--- src/rtl/btn_pkg.sv ---
// Shared types and default timing for the button event decoder.
package btn_pkg;

    typedef enum logic [2:0] {
        IDLE,
        PRESS1,
        GAP,
        PRESS2,
        LONG_HELD
    } btn_state_t;

    localparam int unsigned DEF_LONG_CYCLES   = 1_000_000;
    localparam int unsigned DEF_GAP_CYCLES    = 250_000;
    localparam int unsigned DEF_REPEAT_CYCLES = 200_000;
    localparam int unsigned DEF_CNT_W         = 20;

endpackage

--- src/rtl/btn_edge_det.sv ---
// Registers the button level and flags rising/falling edges against the previous sample.
module btn_edge_det (
    input  logic clk,
    input  logic reset_n,
    input  logic level,
    output logic rise,
    output logic fall
);

    logic btn_q;
    logic primed;

    // The first sample after reset only seeds btn_q, so a button already held at release reports no press.
    always_ff @(posedge clk or negedge reset_n) begin
        if (!reset_n) begin
            btn_q  <= 1'b0;
            primed <= 1'b0;
        end else begin
            btn_q  <= level;
            primed <= 1'b1;
        end
    end

    assign rise = primed & level & ~btn_q;
    assign fall = primed & ~level & btn_q;

endmodule

--- src/rtl/button_event_decoder.sv ---
// Decodes a clean button level into press/release, short, long and double-click pulses.
// Optional auto-repeat while long-held is enabled by defining BTN_REPEAT_EN.
module button_event_decoder
    import btn_pkg::*;
#(
    parameter int unsigned LONG_CYCLES   = DEF_LONG_CYCLES,
    parameter int unsigned GAP_CYCLES    = DEF_GAP_CYCLES,
    parameter int unsigned REPEAT_CYCLES = DEF_REPEAT_CYCLES,
    parameter int unsigned CNT_W         = DEF_CNT_W
) (
    input  logic clk,
    input  logic reset_n,
    input  logic clean_btn,
    output logic press_evt,
    output logic release_evt,
    output logic short_evt,
    output logic long_evt,
    output logic double_evt,
    output logic repeat_evt
);

    localparam longint unsigned MAX_CYCLES =
        (LONG_CYCLES > GAP_CYCLES)
            ? ((LONG_CYCLES > REPEAT_CYCLES) ? longint'(LONG_CYCLES) : longint'(REPEAT_CYCLES))
            : ((GAP_CYCLES > REPEAT_CYCLES) ? longint'(GAP_CYCLES) : longint'(REPEAT_CYCLES));

    if ((MAX_CYCLES >> CNT_W) != 0) begin : g_cnt_w_check
        $error("button_event_decoder: CNT_W cannot hold the largest cycle count");
    end

    // The edge sample itself counts as the first high/low sample, hence the -2 offsets.
    localparam logic [CNT_W-1:0] LONG_LAST = CNT_W'(LONG_CYCLES - 2);
    localparam logic [CNT_W-1:0] GAP_LAST  = CNT_W'((GAP_CYCLES > 1) ? GAP_CYCLES - 2 : 0);

    logic rise;
    logic fall;

    btn_state_t       state;
    btn_state_t       state_n;
    logic [CNT_W-1:0] cnt;
    logic [CNT_W-1:0] cnt_n;
    logic [CNT_W-1:0] cnt_inc;
    logic             short_n;
    logic             long_n;
    logic             double_n;

    btn_edge_det u_edge (
        .clk     (clk),
        .reset_n (reset_n),
        .level   (clean_btn),
        .rise    (rise),
        .fall    (fall)
    );

    assign cnt_inc = (cnt == {CNT_W{1'b1}}) ? cnt : cnt + CNT_W'(1);

`ifdef BTN_REPEAT_EN
    localparam logic [CNT_W-1:0] REP_LAST = CNT_W'(REPEAT_CYCLES - 1);
    logic repeat_n;
`endif

    always_comb begin
        state_n  = state;
        cnt_n    = cnt_inc;
        short_n  = 1'b0;
        long_n   = 1'b0;
        double_n = 1'b0;
`ifdef BTN_REPEAT_EN
        repeat_n = 1'b0;
`endif
        case (state)
            IDLE: begin
                cnt_n = '0;
                if (rise) state_n = PRESS1;
            end
            PRESS1: begin
                if (fall) begin
                    if (GAP_CYCLES == 1) begin
                        short_n = 1'b1;
                        state_n = IDLE;
                    end else begin
                        state_n = GAP;
                    end
                end else if (cnt == LONG_LAST) begin
                    long_n  = 1'b1;
                    state_n = LONG_HELD;
                end
            end
            GAP: begin
                if (rise) begin
                    state_n = PRESS2;
                end else if (cnt == GAP_LAST) begin
                    short_n = 1'b1;
                    state_n = IDLE;
                end
            end
            PRESS2: begin
                if (fall) begin
                    double_n = 1'b1;
                    state_n  = IDLE;
                end else if (cnt == LONG_LAST) begin
                    long_n  = 1'b1;
                    state_n = LONG_HELD;
                end
            end
            LONG_HELD: begin
                if (fall) begin
                    state_n = IDLE;
                end
`ifdef BTN_REPEAT_EN
                else if (cnt == REP_LAST) begin
                    repeat_n = 1'b1;
                    cnt_n    = '0;
                end
`else
                else begin
                    cnt_n = '0;
                end
`endif
            end
            default: state_n = IDLE;
        endcase
        if (state_n != state) cnt_n = '0;
    end

    always_ff @(posedge clk or negedge reset_n) begin
        if (!reset_n) begin
            state       <= IDLE;
            cnt         <= '0;
            press_evt   <= 1'b0;
            release_evt <= 1'b0;
            short_evt   <= 1'b0;
            long_evt    <= 1'b0;
            double_evt  <= 1'b0;
        end else begin
            state       <= state_n;
            cnt         <= cnt_n;
            press_evt   <= rise;
            release_evt <= fall;
            short_evt   <= short_n;
            long_evt    <= long_n;
            double_evt  <= double_n;
        end
    end

`ifdef BTN_REPEAT_EN
    always_ff @(posedge clk or negedge reset_n) begin
        if (!reset_n) repeat_evt <= 1'b0;
        else          repeat_evt <= repeat_n;
    end
`else
    assign repeat_evt = 1'b0;
`endif

endmodule
--- config.mk ---
export PLATFORM = sky130hd
export DESIGN_NAME = button_event_decoder
export DESIGN_NICKNAME = d
export VERILOG_FILES = /design/src/rtl/btn_pkg.sv /design/src/rtl/btn_edge_det.sv /design/src/rtl/button_event_decoder.sv
export SDC_FILE = /design/constraint.sdc
export NUM_CORES = 1
export LEC_CHECK = 0
export CAP_MARGIN = 10
export CORE_MARGIN = 8
export CORE_UTILIZATION = 35
export DETAILED_ROUTE_END_ITERATION = 6
export PLACE_DENSITY_LB_ADDON = 0.3
export SYNTH_ARGS = -nofsm -noshare
export SYNTH_HDL_FRONTEND = slang
export SYNTH_SLANG_ARGS = --single-unit
--- constraint.sdc ---
create_clock -name clk -period 3.7 [get_ports clk]
set_input_delay 0.74 -clock clk [delete_from_list [all_inputs] [get_ports clk]]
set_output_delay 0.74 -clock clk [all_outputs]
set_load 0.01 [all_outputs]
==> flow_metrics.env <==
export IMPL_relSlewSlack=0.399
export IMPL_layout_commonest_cell="dfrtp_1"
export IMPL_n_antenna_cell=0
export IMPL_area_sequential_sq_um=751
export IMPL_worst_pin_slew_ns=0.895
export IMPL_yosys_warnings=0
export IMPL_synthMuxAreaShare=0.00635
export IMPL_ant_nets=0
export IMPL_outcome="complete, no violations"
export IMPL_tritoncts="yes"
export IMPL_nFillCells=408
export IMPL_worstPathMaxFanout=20
export IMPL_cap_violations=0
export IMPL_dp_hpwl_microns=2270
export IMPL_synth_adder_area_share=0.0159
export IMPL_die_y_microns=83.1
export IMPL_holdBufCountCts=0
export IMPL_cts_buffers_inserted=5
export IMPL_placed_cells=213
export IMPL_end_kind="flip-flop"
export IMPL_hold_path_class="flip-flop to flip-flop"
export IMPL_power_per_cell_area_nw_per_um2=418
export IMPL_fp_dieArea_sq_um=6910
export IMPL_synth_xor_xnor_area_share=0.0611
export IMPL_synthFlopType="dfrtp_1"
export IMPL_final_util=0.402
export IMPL_synth_top_family_by_area="simple AND/OR/NAND/NOR gates"
export IMPL_syn_area_per_cell_sq_um=9.73
export IMPL_via_per_inst=5.53
export IMPL_ir_worst_vdd_mv=0.272
export IMPL_required_ns=3.82
export IMPL_initial_core_util=0.362
export IMPL_fmax_mhz=379
export IMPL_synth_top_area_frac=0.476
export IMPL_crit_path_max_incr_delay_ns=0.73
export IMPL_cts_resized=0
export IMPL_criticalPathCategory="flip-flop to flip-flop"
export IMPL_area_delta_synth_final_pct=11.0
export IMPL_final_nets=173
export IMPL_clock_latency_ns=0.27
export IMPL_antenna_found_initial=0
export IMPL_cts_htree_levels=2
export IMPL_ys_types=43
export IMPL_yosysTopAreaCell="dfrtp_1"
export IMPL_portBuffers=7
export IMPL_synth_async_reset_ratio=1.00
export IMPL_drc=0
export IMPL_dieWidth_microns=83.1
export IMPL_gp_congestion=0.881
export IMPL_yosysSeqAreaShare=0.476
export IMPL_drt_pass1_iterations=4
export IMPL_synth_edf_count=0
export IMPL_cpMaxStageDelayCell="o31a_1"
export IMPL_drive_gt1_frac=0.0958
export IMPL_finalCritPeriodShare=0.714
export IMPL_cts_sinks=30
export IMPL_grt_pass1_wl_microns=5530
export IMPL_drt_initial_drc_count=107
export IMPL_multi_input_comb_area_sq_um=759
export IMPL_io_pin_count=9
export IMPL_cts_root_buf="clkbuf_8"
export IMPL_cts_setup_buffers=0
export IMPL_wl_per_cell_microns=14.1
export IMPL_synth_seq_cells=30
export IMPL_synth_fp_nets=167
export IMPL_crit_chain="inv_1 > ha_1 > nor4bb_1 > nand4_1 > o41ai_2 > o31a_1 > nor3_1"
export IMPL_mappedNetlistArea_sq_um=1580
export IMPL_period_needed_ns=2.64
export IMPL_rows=24
export IMPL_arrival_ns=2.76
export IMPL_clk_path_buf_depth=2
export IMPL_core_area_sq_um=4350
export IMPL_finalSetupTns_ns=0
export IMPL_grt_overflow=0
export IMPL_drv_slew=0
export IMPL_finClkSkew_ns=0.00625
export IMPL_total_power_mw=0.732
export IMPL_yosys_area_share_simple=0.297
export IMPL_wirelength_microns=3080
export IMPL_stdcell_count=219
export IMPL_clk_pin_slew_worst_paths_ns=0.06
export IMPL_hold_viol=0
export IMPL_hold_ws_ns=0.487
export IMPL_yosys_top_cells_area="dfrtp_1 48%, xnor2_1 5.6%, nor2_1 5.2%"
export IMPL_leakage_nw=0.721
export IMPL_grt_util_all_layers=0.0944
export IMPL_final_cell_mix="30 x dfrtp_1, 22 x nor2_1, 11 x a21oi_1, 10 x xnor2_1"
export IMPL_synth_compound_area_frac=0.0968
export IMPL_rsz0062_at_grt="no"
export IMPL_via_count=1210
export IMPL_finalSetupViolations=0
export IMPL_netlist_instances=162
export IMPL_critPathLaunchType="flip-flop"
export IMPL_grt_max_degree=31
export IMPL_grt_pass1_vias=1142
==> power breakdown <==
group	switching [mW]	internal [mW]
registers	0.0269	0.350
logic	0.0688	0.0386
clock network	0.105	0.143
==> state kept, by name, summed over array words and instances, names as in the netlist <==
name,flops
cnt,20
double_evt,1
release_evt,1
u_edge.btn_q,1
u_edge.primed,1
press_evt,1
long_evt,1
state,3
short_evt,1
==> synth_stat cells (all sizes together), types with 3 or more instances <==
cell type  count
dfrtp         30
nor2          22
a21oi         11
xnor2         10
nand2          8
nand3          8
and3           7
nand4          7
nor3           7
buf            6
a211oi         5
and4           4
clkbuf         4
nor2b          3
nor4           3
==> final cells by class <==
| type | count | area share |
|---|---|---|
| Sequential cell | 30 | 0.429 |
| Timing Repair Buffer | 9 | 0.0486 |
| Tap cell | 52 | 0.0372 |
| Multi-Input combinational cell | 120 | 0.434 |
| Inverter | 2 | 0.00429 |
| Clock buffer | 6 | 0.0472 |
==> per-stage QoR <==
stage | worst slack, ns | cell area, sq um
3_3_place_gp | 1.06 | 1670
6_report | 1.06 | 1750
5_1_grt | 0.768 | 1750
2_1_floorplan | 1.76 | 1580
3_5_place_dp | 0.971 | 1670
4_1_cts | 1.03 | 1750
==> cell families after synthesis <==
group	count (synthesis)
other cells	2
flops	30
mux	1
simple gates	81
buf+inv	12
xor+xnor	11
compound gates	23
fa+ha+maj	2
==> per-layer routing <==
layer / share of wire / track usage
met1: 0.45 / 0.110
met2: 0.50 / 0.152
met3: 0.028 / 0.0225
met4: 0.024 / 0.0575
met5: 0 / 0
==> path summary, 6_finish.rpt <==
path | depth (start not counted) | start | end | slack [ns]
max | 7 | cnt[0] | cnt[18] | 1.06
min | 1 | u_edge.btn_q | press_evt | 0.49
max reg2reg | 7 | cnt[0] | cnt[18] | 1.06
max in group asynchronous | 2 | reset_n | cnt[19] | 2.58
min in group asynchronous | 2 | reset_n | cnt[10] | 0.84
min reg2reg | 1 | u_edge.btn_q | press_evt | 0.49
==> critical path, delay by kind of cell (launching register included) <==
family | cells | cell delay (ns)
AO/OA/AOI/OAI | 2 | 1.22
adder cells (fa/ha/maj) | 1 | 0.14
buffers and inverters | 1 | 0.08
flip-flops | 1 | 0.43
AND/OR/NAND/NOR | 3 | 0.59
Power figures use the tool's default switching activity.
